File: config.mk
export PLATFORM = sky130hd
export DESIGN_NAME = axi_lite_slave_resp_flat
export DESIGN_NICKNAME = d
export VERILOG_FILES = /design/src/rtl/axi_lite_slave_resp_pkg.sv /design/src/rtl/axi_lite_slave_resp_if.sv /design/src/rtl/axi_lite_slave_resp_regfile.sv /design/src/rtl/axi_lite_slave_resp.sv /design/src/flat_wrapper.sv
export SDC_FILE = /design/constraint.sdc
export NUM_CORES = 1
export LEC_CHECK = 0
export BUFFER_PORTS_ARGS = -buffer_cell sky130_fd_sc_hd__buf_4
export CAP_MARGIN = 20
export CORE_ASPECT_RATIO = 1.4
export CORE_MARGIN = 2
export CORE_UTILIZATION = 25
export DETAILED_ROUTE_END_ITERATION = 10
export GPL_ROUTABILITY_DRIVEN = 0
export PLACE_DENSITY = 0.4
export SYNTH_ARGS = -nofsm -noshare
export SYNTH_HDL_FRONTEND = slang
export SYNTH_HIERARCHICAL = 1
export SYNTH_SLANG_ARGS = --single-unit
File: constraint.sdc
create_clock -name clk -period 6.8 [get_ports clk]
set_input_delay 0 -clock clk [delete_from_list [all_inputs] [get_ports clk]]
set_output_delay 0 -clock clk [all_outputs]
set_load 0.02 [all_outputs]
File: src/rtl/axi_lite_slave_resp_pkg.sv
// Shared types for the AXI4-Lite slave responder: response codes and FSM state encodings.
package axi_lite_slave_resp_pkg;

    typedef enum logic [1:0] {
        RespOkay   = 2'b00,
        RespExokay = 2'b01,
        RespSlverr = 2'b10,
        RespDecerr = 2'b11
    } resp_t;

    typedef enum logic [1:0] {
        WIdle,
        WHaveA,
        WHaveD,
        WResp
    } wr_state_t;

    typedef enum logic {
        RIdle,
        RResp
    } rd_state_t;

    // Only OKAY and SLVERR are ever issued by this slave.
    function automatic resp_t decode_resp(logic hit);
        return hit ? RespOkay : RespSlverr;
    endfunction

endpackage

File: src/rtl/axi_lite_slave_resp_if.sv
// AXI4-Lite AW/W/B/AR/R channel bundle with master and slave views.
interface axi_lite_slave_resp_if #(
    parameter int unsigned ADDR_WIDTH = 32,
    parameter int unsigned DATA_WIDTH = 32
);
    import axi_lite_slave_resp_pkg::*;

    logic [ADDR_WIDTH-1:0]   awaddr;
    logic                    awvalid;
    logic                    awready;
    logic [DATA_WIDTH-1:0]   wdata;
    logic [DATA_WIDTH/8-1:0] wstrb;
    logic                    wvalid;
    logic                    wready;
    resp_t                   bresp;
    logic                    bvalid;
    logic                    bready;
    logic [ADDR_WIDTH-1:0]   araddr;
    logic                    arvalid;
    logic                    arready;
    logic [DATA_WIDTH-1:0]   rdata;
    resp_t                   rresp;
    logic                    rvalid;
    logic                    rready;

    modport master (
        output awaddr, awvalid, wdata, wstrb, wvalid, bready, araddr, arvalid, rready,
        input  awready, wready, bresp, bvalid, arready, rdata, rresp, rvalid
    );

    modport slave (
        input  awaddr, awvalid, wdata, wstrb, wvalid, bready, araddr, arvalid, rready,
        output awready, wready, bresp, bvalid, arready, rdata, rresp, rvalid
    );

endinterface

File: src/rtl/axi_lite_slave_resp_regfile.sv
// Word array behind the responder: async clear, byte-strobed write, combinational read.
module axi_lite_slave_resp_regfile #(
    parameter int unsigned DEPTH = 16,
    parameter int unsigned IDX_W = $clog2(DEPTH)
) (
    input  logic             clk,
    input  logic             rst,
    input  logic             we,
    input  logic [IDX_W-1:0] waddr,
    input  logic [31:0]      wdata,
    input  logic [3:0]       wstrb,
    input  logic [IDX_W-1:0] raddr,
    output logic [31:0]      rdata
);

    logic [31:0] mem_q [DEPTH];

    always_ff @(posedge clk or negedge rst) begin
        if (!rst) begin
            for (int unsigned i = 0; i < DEPTH; i++) begin
                mem_q[i] <= '0;
            end
        end else if (we) begin
            for (int unsigned b = 0; b < 4; b++) begin
                if (wstrb[b]) begin
                    mem_q[waddr][8*b +: 8] <= wdata[8*b +: 8];
                end
            end
        end
    end

    // Read sees the pre-edge contents, so a same-edge write is not visible yet.
    assign rdata = mem_q[raddr];

endmodule

File: src/rtl/axi_lite_slave_resp.sv
// AXI4-Lite slave responder: independent write (AW/W/B) and read (AR/R) FSMs over a register array.
module axi_lite_slave_resp
    import axi_lite_slave_resp_pkg::*;
#(
    parameter int unsigned           ADDR_WIDTH = 32,
    parameter int unsigned           DATA_WIDTH = 32,
    parameter int unsigned           DEPTH      = 16,
    parameter logic [ADDR_WIDTH-1:0] BASE_ADDR  = '0
) (
    input logic                  clk,
    input logic                  rst,
    axi_lite_slave_resp_if.slave bus
);

    localparam int unsigned           STRB_W  = DATA_WIDTH / 8;
    localparam int unsigned           IDX_W   = $clog2(DEPTH);
    localparam logic [ADDR_WIDTH-1:0] DEPTH_A = ADDR_WIDTH'(DEPTH);

    // Unsigned wrap makes addresses below BASE_ADDR fall outside the window too.
    function automatic logic in_window(logic [ADDR_WIDTH-1:0] addr);
        logic [ADDR_WIDTH-1:0] word;
        word = (addr - BASE_ADDR) >> 2;
        return word < DEPTH_A;
    endfunction

    function automatic logic [IDX_W-1:0] word_idx(logic [ADDR_WIDTH-1:0] addr);
        logic [ADDR_WIDTH-1:0] word;
        word = (addr - BASE_ADDR) >> 2;
        return IDX_W'(word);
    endfunction

    // Write path
    wr_state_t             wr_q, wr_d;
    logic                  awready_q, awready_d;
    logic                  wready_q, wready_d;
    logic                  bvalid_q;
    resp_t                 bresp_q;
    logic [ADDR_WIDTH-1:0] awaddr_q;
    logic [DATA_WIDTH-1:0] wdata_q;
    logic [STRB_W-1:0]     wstrb_q;

    logic                  aw_hs, w_hs, commit, commit_hit;
    logic [ADDR_WIDTH-1:0] commit_addr;
    logic [DATA_WIDTH-1:0] commit_data;
    logic [STRB_W-1:0]     commit_strb;

    assign aw_hs = bus.awvalid && awready_q;
    assign w_hs  = bus.wvalid && wready_q;

    // The half that arrived first comes from the holding register, the other from the bus.
    assign commit_addr = (wr_q == WHaveA) ? awaddr_q : bus.awaddr;
    assign commit_data = (wr_q == WHaveD) ? wdata_q : bus.wdata;
    assign commit_strb = (wr_q == WHaveD) ? wstrb_q : bus.wstrb;
    assign commit_hit  = in_window(commit_addr);

    always_comb begin
        wr_d   = wr_q;
        commit = 1'b0;
        unique case (wr_q)
            WIdle: begin
                if (aw_hs && w_hs) begin
                    wr_d   = WResp;
                    commit = 1'b1;
                end else if (aw_hs) begin
                    wr_d = WHaveA;
                end else if (w_hs) begin
                    wr_d = WHaveD;
                end
            end
            WHaveA: begin
                if (w_hs) begin
                    wr_d   = WResp;
                    commit = 1'b1;
                end
            end
            WHaveD: begin
                if (aw_hs) begin
                    wr_d   = WResp;
                    commit = 1'b1;
                end
            end
            WResp: begin
                if (bus.bready) begin
                    wr_d = WIdle;
                end
            end
            default: wr_d = WIdle;
        endcase
        awready_d = (wr_d == WIdle) || (wr_d == WHaveD);
        wready_d  = (wr_d == WIdle) || (wr_d == WHaveA);
    end

    always_ff @(posedge clk or negedge rst) begin
        if (!rst) begin
            wr_q      <= WIdle;
            awready_q <= 1'b0;
            wready_q  <= 1'b0;
            bvalid_q  <= 1'b0;
            bresp_q   <= RespOkay;
            awaddr_q  <= '0;
            wdata_q   <= '0;
            wstrb_q   <= '0;
        end else begin
            wr_q      <= wr_d;
            awready_q <= awready_d;
            wready_q  <= wready_d;
            bvalid_q  <= (wr_d == WResp);
            if (commit) begin
                bresp_q <= decode_resp(commit_hit);
            end
            if (aw_hs) begin
                awaddr_q <= bus.awaddr;
            end
            if (w_hs) begin
                wdata_q <= bus.wdata;
                wstrb_q <= bus.wstrb;
            end
        end
    end

    // Read path
    rd_state_t             rd_q, rd_d;
    logic                  arready_q;
    logic                  rvalid_q;
    resp_t                 rresp_q;
    logic [DATA_WIDTH-1:0] rdata_q;
    logic                  ar_hs, rd_hit;
    logic [31:0]           rf_rdata;
    logic [DATA_WIDTH-1:0] rd_word;

    assign ar_hs   = bus.arvalid && arready_q;
    assign rd_hit  = in_window(bus.araddr);
    assign rd_word = rd_hit ? rf_rdata : '0;

    always_comb begin
        rd_d = rd_q;
        unique case (rd_q)
            RIdle:   if (ar_hs) rd_d = RResp;
            RResp:   if (bus.rready) rd_d = RIdle;
            default: rd_d = RIdle;
        endcase
    end

    always_ff @(posedge clk or negedge rst) begin
        if (!rst) begin
            rd_q      <= RIdle;
            arready_q <= 1'b0;
            rvalid_q  <= 1'b0;
            rresp_q   <= RespOkay;
            rdata_q   <= '0;
        end else begin
            rd_q      <= rd_d;
            arready_q <= (rd_d == RIdle);
            rvalid_q  <= (rd_d == RResp);
            if (ar_hs) begin
                rresp_q <= decode_resp(rd_hit);
                rdata_q <= rd_word;
            end
        end
    end

    axi_lite_slave_resp_regfile #(
        .DEPTH (DEPTH),
        .IDX_W (IDX_W)
    ) u_regfile (
        .clk   (clk),
        .rst   (rst),
        .we    (commit && commit_hit),
        .waddr (word_idx(commit_addr)),
        .wdata (commit_data),
        .wstrb (commit_strb),
        .raddr (word_idx(bus.araddr)),
        .rdata (rf_rdata)
    );

    assign bus.awready = awready_q;
    assign bus.wready  = wready_q;
    assign bus.bvalid  = bvalid_q;
    assign bus.bresp   = bresp_q;
    assign bus.arready = arready_q;
    assign bus.rvalid  = rvalid_q;
    assign bus.rresp   = rresp_q;
    assign bus.rdata   = rdata_q;

endmodule

File: src/flat_wrapper.sv
// flat-port wrapper written by rule: the top's interface ports become plain ports
module axi_lite_slave_resp_flat import axi_lite_slave_resp_pkg::*;
#(
    parameter int unsigned           ADDR_WIDTH = 32,
    parameter int unsigned           DATA_WIDTH = 32,
    parameter int unsigned           DEPTH      = 16,
    parameter logic [ADDR_WIDTH-1:0] BASE_ADDR  = '0
)
  (clk, rst, bus_awaddr, bus_awvalid, bus_wdata, bus_wstrb, bus_wvalid, bus_bready, bus_araddr, bus_arvalid, bus_rready, bus_awready, bus_wready, bus_bresp, bus_bvalid, bus_arready, bus_rdata, bus_rresp, bus_rvalid);
  axi_lite_slave_resp_if #(.ADDR_WIDTH(ADDR_WIDTH), .DATA_WIDTH(DATA_WIDTH)) bus_i ();
  input logic clk;
  input logic rst;
  input wire logic [$bits(bus_i.awaddr)-1:0] bus_awaddr;
  input wire logic [$bits(bus_i.awvalid)-1:0] bus_awvalid;
  input wire logic [$bits(bus_i.wdata)-1:0] bus_wdata;
  input wire logic [$bits(bus_i.wstrb)-1:0] bus_wstrb;
  input wire logic [$bits(bus_i.wvalid)-1:0] bus_wvalid;
  input wire logic [$bits(bus_i.bready)-1:0] bus_bready;
  input wire logic [$bits(bus_i.araddr)-1:0] bus_araddr;
  input wire logic [$bits(bus_i.arvalid)-1:0] bus_arvalid;
  input wire logic [$bits(bus_i.rready)-1:0] bus_rready;
  output wire logic [$bits(bus_i.awready)-1:0] bus_awready;
  output wire logic [$bits(bus_i.wready)-1:0] bus_wready;
  output wire logic [$bits(bus_i.bresp)-1:0] bus_bresp;
  output wire logic [$bits(bus_i.bvalid)-1:0] bus_bvalid;
  output wire logic [$bits(bus_i.arready)-1:0] bus_arready;
  output wire logic [$bits(bus_i.rdata)-1:0] bus_rdata;
  output wire logic [$bits(bus_i.rresp)-1:0] bus_rresp;
  output wire logic [$bits(bus_i.rvalid)-1:0] bus_rvalid;
  assign bus_i.awaddr = bus_awaddr;
  assign bus_i.awvalid = bus_awvalid;
  assign bus_i.wdata = bus_wdata;
  assign bus_i.wstrb = bus_wstrb;
  assign bus_i.wvalid = bus_wvalid;
  assign bus_i.bready = bus_bready;
  assign bus_i.araddr = bus_araddr;
  assign bus_i.arvalid = bus_arvalid;
  assign bus_i.rready = bus_rready;
  assign bus_awready = bus_i.awready;
  assign bus_wready = bus_i.wready;
  assign bus_bresp = bus_i.bresp;
  assign bus_bvalid = bus_i.bvalid;
  assign bus_arready = bus_i.arready;
  assign bus_rdata = bus_i.rdata;
  assign bus_rresp = bus_i.rresp;
  assign bus_rvalid = bus_i.rvalid;
  axi_lite_slave_resp #(.ADDR_WIDTH(ADDR_WIDTH), .DATA_WIDTH(DATA_WIDTH), .DEPTH(DEPTH), .BASE_ADDR(BASE_ADDR)) u_core (.clk(clk), .rst(rst), .bus(bus_i));
endmodule
==> results of run 1 <==
per-layer routing:
metal	wire (um)	vias to the layer above	track usage (%)
li1	-	6974	-
met1	33510	8564	17.43
met2	39080	322	23.97
met3	3319	111	2.357
met4	2218	2	5.432
met5	7	-	0
report_power, final:
| part | leakage (nW) | total [W] | switching [W] | internal [W] |
|---|---|---|---|---|
| Clock | 1.07 | 0.00368 | 0.00156 | 0.00211 |
| Combinational | 5.82 | 0.00153 | 0.000997 | 0.000538 |
| Sequential | 8.48 | 0.00401 | 0.000105 | 0.00390 |
| Total | 15.4 | 0.00922 | 0.00266 | 0.00655 |
layout make-up:
class,count,area share (%)
timing repair buffer,243,6.284
clock inverter,18,0.4892
multi-input combinational,1015,34.98
antenna,1,0.007526
inverter,4,0.04516
tap,1460,5.494
sequential,619,46.59
clock buffer,102,6.111
per-stage QoR:
stage          area, um^2  cells  utilization, %  power [W]  hold WS (ns)
2_1_floorplan       27580   1748               -   0.004960       -0.2956
3_3_place_gp        30210   3257           27.53   0.005503        0.1222
3_5_place_dp        30210   3257           27.53   0.005548        0.1628
4_1_cts             33250   3461           30.30   0.009406       0.05760
5_1_grt             33250   3461           30.30   0.009680        0.1013
6_report            33250   3462           30.30   0.009218     -0.008425
sequential cells by signal, indices dropped and copies added (netlist names):
signal / flops
u_core/awaddr_q: 30
u_core/bus.arready: 1
u_core/bus.awready: 1
u_core/bus.bresp: 1
u_core/bus.bvalid: 1
u_core/bus.rdata: 32
u_core/bus.rresp: 1
u_core/bus.rvalid: 1
u_core/bus.wready: 1
u_core/u_regfile/mem_q: 512
u_core/wdata_q: 32
u_core/wr_q: 2
u_core/wstrb_q: 4
cell usage in the layout, fill, tap and decap left out, types with 5 or more instances in the layout:
cell type        n
nor4_1          17
nand2_1         46
clkbuf_1        16
clkbuf_8        17
mux4_2         128
nor2_1           7
a22o_1          32
nor2_2          48
clkinv_2         8
mux2_2         618
buf_4          153
dlygate4sd3_1   84
nand4b_1         8
nand3_1          5
dfrtp_1        619
a22oi_1         64
nand4_1          6
clkbuf_16       70
timing repair:
action / 4_1_cts / 5_1_grt
hold buffers: 84 / 0
buffers inserted: 0 / 0
resized for setup: 0 / 0
endpoints found under the hold margin: 337 / 0
final timing paths:
path	from	slack (ns)	endpoint
max in group asynchronous	rst	5.06	u_core/awaddr_q[12]$_DFFE_PN0P_
max reg2reg	u_core/wr_q[0]$_DFF_PN0_	2.84	u_core/u_regfile/mem_q[72]$_DFFE_PN0P_
min reg2reg	u_core/bus.rvalid$_DFF_PN0_	0.49	u_core/bus.rvalid$_DFF_PN0_
min	rst	-0.008	u_core/wdata_q[13]$_DFFE_PN0P_
min in group clk	bus_rready	0.11	u_core/bus.rvalid$_DFF_PN0_
max	u_core/wr_q[0]$_DFF_PN0_	2.84	u_core/u_regfile/mem_q[72]$_DFFE_PN0P_
cell families after synthesis:
family | count (synthesis) | share of synthesized area, %
buf+inv | 114 | 1.819
simple gates | 163 | 3.335
compound gates | 103 | 2.940
flops | 619 | 56.17
other cells | 1 | 0.01360
mux | 747 | 35.72
==> flow_summary.toml, run 1 <==
[grt]
grt_pass1_vias = 17740
grt_first_pass_wirelength_um = 117500
grt_max_degree = 186
gr-total-overflow = 0
grt_antenna_before_repair = 1
grt_util_all_layers_pct = 13.94

[logic_synthesis]
postSynth.asyncResetShare_pct = 100.0
ys_types = 36
yosysTopAreaCell = "dfrtp_1"
netlist_area_mm2 = 0.02758
ys_seq_area_share_pct = 56.17
ys_ff_latch = 619
synth-edff-count = 0
yosys.area.top_type_share_pct = 56.17
synth_area_leaders = "dfrtp_1, mux2_2, mux4_2"
avgSynthCellArea_um2 = 15.79
ys_warn_count = 6
synthCells = 1747
synth_common_cells = "dfrtp_1, mux2_2, mux4_2"
synth_ff_type = "dfrtp_1"
synth_most_common_cell = "dfrtp_1"

[placement]
pre_cts_ws_ns = 2.828
hpwl_um = 47860
io_buffers = 141

[route]
num_vias = 15970
drt_pass1_iterations = 5
drc = 0
drt_iter0_drc = 799
via_per_inst = 4.614
antenna_left = 0
wl_per_cell_um = 22.57
drt_wl_total_um = 78140

[floorplanning]
die_w_um = 284.7
start_util_pct = 25.13
core_mm2 = 0.1097
row_count = 144
dieHeight_um = 397.0
die_area_mm2 = 0.1130
io_pins = 148

[layout]
final_nets = 2058
drive_gt1_share_pct = 53.52
multi_input_area_mm2 = 0.01163
seq_area_mm2 = 0.01549
fillCellCount = 10850
syn_to_final_growth_pct = 20.57

[cts]
numClockSinks = 619
cts_root_buffer = "clkbuf_16"
cts_max_level = 3
cts_buffers = 68
cts_tree = "done"
clk_path_buf_depth = 3
clk_latency_ns = 0.64
path_clk_slew_ns = 0.06

[worst_hold_path]
min_path_type = "in2async"

[setup_path]
cp.depth = 5
crit_top_cell = "mux2_2"
crit_path_end_kind = "register"
cp_max_fo = 12
cp-start-kind = "register"
worstRegToRegCells = 5
slowest_stage = "nor2_2"
crit_family = "simple AND/OR/NAND/NOR gates"
worstPathArrival_ns = 4.46
critPathMaxStageDelay_ns = 0.91
crit_required_ns = 7.31
cp_cell_sequence = "nor2b_1 > mux2_2 > nand2b_1 > nor2_2 > mux2_2"
path_class = "reg2reg"
critPathBufInv = 0

[pwr]
pwr_density_cell_mw_per_mm2 = 277.2
peakVddDrop_mv = 0.1717
p_leak_nw = 15.37

[sta]
grt_setup_unrepaired = "no"
fin_skew_ns = 0.02778
hold_viol = 2
fin_setup_tns_ns = 0
slew_viol_final = 0
setup_violations = 0
fin_ws_ns = 2.844
fmax_mhz = 252.8
whs_ns = -0.008425
period_share_pct = 58.17
slew_headroom_pct = 23.78
fin_crit_ns = 3.956
tightest_slew_ns = 1.143

[outcome]
status = "finished, violations left"
failed_checks = "hold timing"

[job]
max_cap_viol_count = 0
No activity file was read; power rests on OpenSTA's default activity.
==> run 2: changes to the inputs <==
--- a/config.mk
+++ b/config.mk
@@ -5,6 +5,7 @@
 export SDC_FILE = /design/constraint.sdc
 export NUM_CORES = 1
 export LEC_CHECK = 0
+export ABC_AREA = 1
 export BUFFER_PORTS_ARGS = -buffer_cell sky130_fd_sc_hd__buf_4
 export CAP_MARGIN = 20
 export CORE_ASPECT_RATIO = 1.4
==> constraint.sdc (replaced) <==
create_clock -name clk -period 4 [get_ports clk]
set_input_delay 0 -clock clk [delete_from_list [all_inputs] [get_ports clk]]
set_output_delay 0 -clock clk [all_outputs]
set_load 0.02 [all_outputs]
==> run 2 against run 1 <==
The run now ends clean. First-iteration DRC count grew 140%. Hold slack gained 0.040 ns. Cell count grew 65%. Power grew 81%. Sequential share of layout area shrank 3.0 points. Register-to-register slack lost 1.9 ns. Fmax grew 28%. Clock-buffer cell count shrank 3. Area after synthesis grew 7.3%. Core utilization shrank 0.089 points. Critical path depth grew 3. Critical endpoint is now u_core/u_regfile/mem_q[145]$_DFFE_PN0P_. Largest power group unchanged.
==> flow_summary.toml, run 2 <==
[outcome]
status = "finished, final reports clean"

[route]
wl_per_cell_um = 16.51
drt_iter0_drc = 1881
via_per_inst = 4.314
num_vias = 24640
drc = 0
drt_wl_total_um = 94330
antenna_left = 0
drt_pass1_iterations = 5

[logic_synthesis]
avgSynthCellArea_um2 = 7.598
synth_compound_area_share_pct = 10.22
yosysTopAreaCell = "dfrtp_1"
synthCells = 3894
ys_warn_count = 6
ys_seq_area_share_pct = 52.35
synth_ff_type = "dfrtp_1"
synth_area_leaders = "dfrtp_1, nand2_1, o21ai_0"
synthMuxAreaShare_pct = 0.6090
ys_types = 24
yosys.area.top_type_share_pct = 52.35
synth-xor-area-share_pct = 0
synth_common_cells = "nand2_1, dfrtp_1, o21ai_0"
synth-adder-area-share_pct = 0
synth_top_family_by_area = "simple AND/OR/NAND/NOR gates"
synthSimpleGateAreaFrac_pct = 26.29
ys_ff_latch = 619
netlist_area_mm2 = 0.02959
postSynth.asyncResetShare_pct = 100.0
synth_most_common_cell = "nand2_1"
synth-edff-count = 0

[cts]
cts_buffers = 71
path_clk_slew_ns = 0.06
cts_tree = "done"
cts_root_buffer = "clkbuf_16"
clk_latency_ns = 0.65
cts_max_level = 3
numClockSinks = 619
post-cts-setup-buffer-count = 0
cts-resized-gates = 0
clk_path_buf_depth = 3

[pwr]
p_sw_share_pct = 32.28
power.share.combinational_pct = 19.4
peakVddDrop_mv = 0.4001
seqPwrFrac_pct = 40.9
pwr_density_cell_mw_per_mm2 = 468.8
finalPower_w = 0.01666
p_int_w = 0.01128
p_sw_w = 0.005379
power_frac_clock_pct = 39.7
p_leak_nw = 16.95

[job]
max_cap_viol_count = 0

[floorplanning]
start_util_pct = 25.15
die_area_mm2 = 0.1212
core_mm2 = 0.1176
die_w_um = 294.8
row_count = 149
io_pins = 148
dieHeight_um = 411.0

[setup_path]
worstPathArrival_ns = 3.61
path_class = "reg2reg"
reg2reg_slack_ns = 0.92
crit_required_ns = 4.53
cp-start-kind = "register"
cp_max_fo = 16
crit_path_end_kind = "register"

[placement]
io_buffers = 141
hpwl_um = 57640

[layout]
final_common_cell = "nand2_1"
syn_to_final_growth_pct = 20.13
n_antenna_cell = 0
fillCellCount = 12960
largest-register = "u_core/u_regfile/mem_q"
final_cell_mix = "nand2_1, dfrtp_1, o21ai_0, inv_1, nand3_1"
drive_gt1_share_pct = 9.474
largest_reg_flops = 512
final_util_pct = 30.21
final_nets = 4180

[sta]
grt_setup_unrepaired = "no"
whs_ns = 0.03196
fin_skew_ns = 0.02115
fmax_mhz = 324.7
fin_setup_tns_ns = 0
hold_viol = 0
tightest_slew_ns = 1.121
slew_viol_final = 0
slew_headroom_pct = 25.29
period_share_pct = 76.99
setup_violations = 0
fin_crit_ns = 3.080

[grt]
gr-total-overflow = 0
grt_max_degree = 141
grt_pass1_vias = 23980
grt_antenna_before_repair = 2
grt_first_pass_wirelength_um = 148100
grt_util_all_layers_pct = 15.84

[worst_hold_path]
min_path_type = "in2async"
==> run 2: cell types whose count changed after synthesis, sizes merged, moves of 17 or more <==
cell   previous run  this run
a21oi             3        37
a22o             32         0
a22oi            64         0
buf              40       164
inv               4       488
mux2            618        16
mux4            128         0
nand2            48      1438
nand3             7       390
nor2             57        96
nor4             17         0
o21ai             0       567
==> run 2: area by class of cell <==
cell class	instances	area (um^2)	area share (%)
Sequential cell	619	15490	43.58
Multi-Input combinational cell	2556	10990	30.93
Timing Repair Buffer	337	2915	8.203
Clock buffer	99	2077	5.844
Tap cell	1585	1983	5.580
Inverter	488	1847	5.196
Clock inverter	28	235.2	0.6618
==> run 2: worst paths after layout <==
kind / start / to / depth (start not counted)
max: u_core/wr_q[1]$_DFF_PN0_ / u_core/u_regfile/mem_q[145]$_DFFE_PN0P_ / 8
min: rst / u_core/u_regfile/mem_q[281]$_DFFE_PN0P_ / 3
max reg2reg: u_core/wr_q[1]$_DFF_PN0_ / u_core/u_regfile/mem_q[145]$_DFFE_PN0P_ / 8
min reg2reg: u_core/u_regfile/mem_q[93]$_DFFE_PN0P_ / u_core/u_regfile/mem_q[93]$_DFFE_PN0P_ / 2
max in group asynchronous: rst / u_core/u_regfile/mem_q[77]$_DFFE_PN0P_ / 3
min in group clk: bus_araddr[2] / u_core/bus.rdata[2]$_DFFE_PN0P_ / 8
==> run 2: layer usage <==
layer / routed length, um / part of all wire (%) / up-vias / global-route usage [%]
met2: 45420 / 48 / 416 / 26.75
met4: 1737 / 1.8 / 0 / 4.231
met5: 0 / 0 / - / 0
li1: - / - / 12460 / -
met1: 43760 / 46 / 11680 / 21.28
met3: 3410 / 3.6 / 89 / 1.960
==> run 2: per-stage QoR <==
step	cells	setup slack, ns	area [um^2]
floorplan	3895	2.026	29590
global placement	5496	0.8824	32300
detailed placement	5497	0.8611	32330
CTS	5712	0.8295	35540
global route	5712	0.5473	35540
finish	5712	0.9202	35540
==> run 2: power groups by stage <==
stage | registers, W | logic (W) | clock network (W)
after floorplan | 0.00692 | 0.00168 | 0
after global routing | 0.00686 | 0.00364 | 0.00713
after global placement | 0.00691 | 0.00315 | 0
after detailed placement | 0.00692 | 0.00317 | 0
after CTS | 0.00681 | 0.00334 | 0.00689
final | 0.00681 | 0.00324 | 0.00661
==> run 2: cells by family (layout without fill, tap and decap cells) <==
family,Yosys count,count (layout)
and+or+nand+nor,1934,1934
DFF,619,619
muxes,16,16
AOI/OAI and AO/OA,604,604
other,1,2
buffers and inverters,720,952
==> run 2: worst max-delay path: stages (launching register included) <==
cell     delay (ns)
dfrtp_1        0.39
inv_1          0.07
nand2_1        0.18
inv_1          0.18
o21ai_0        0.51
nand2_1        0.24
nor2_2         0.48
nand2_1        0.56
o21ai_0        0.33
==> run 2: timing repair <==
item                                   in CTS  in global routing
endpoints found under the hold margin     704                  0
hold buffers                               88                  0
setup endpoints to repair                   0                  0
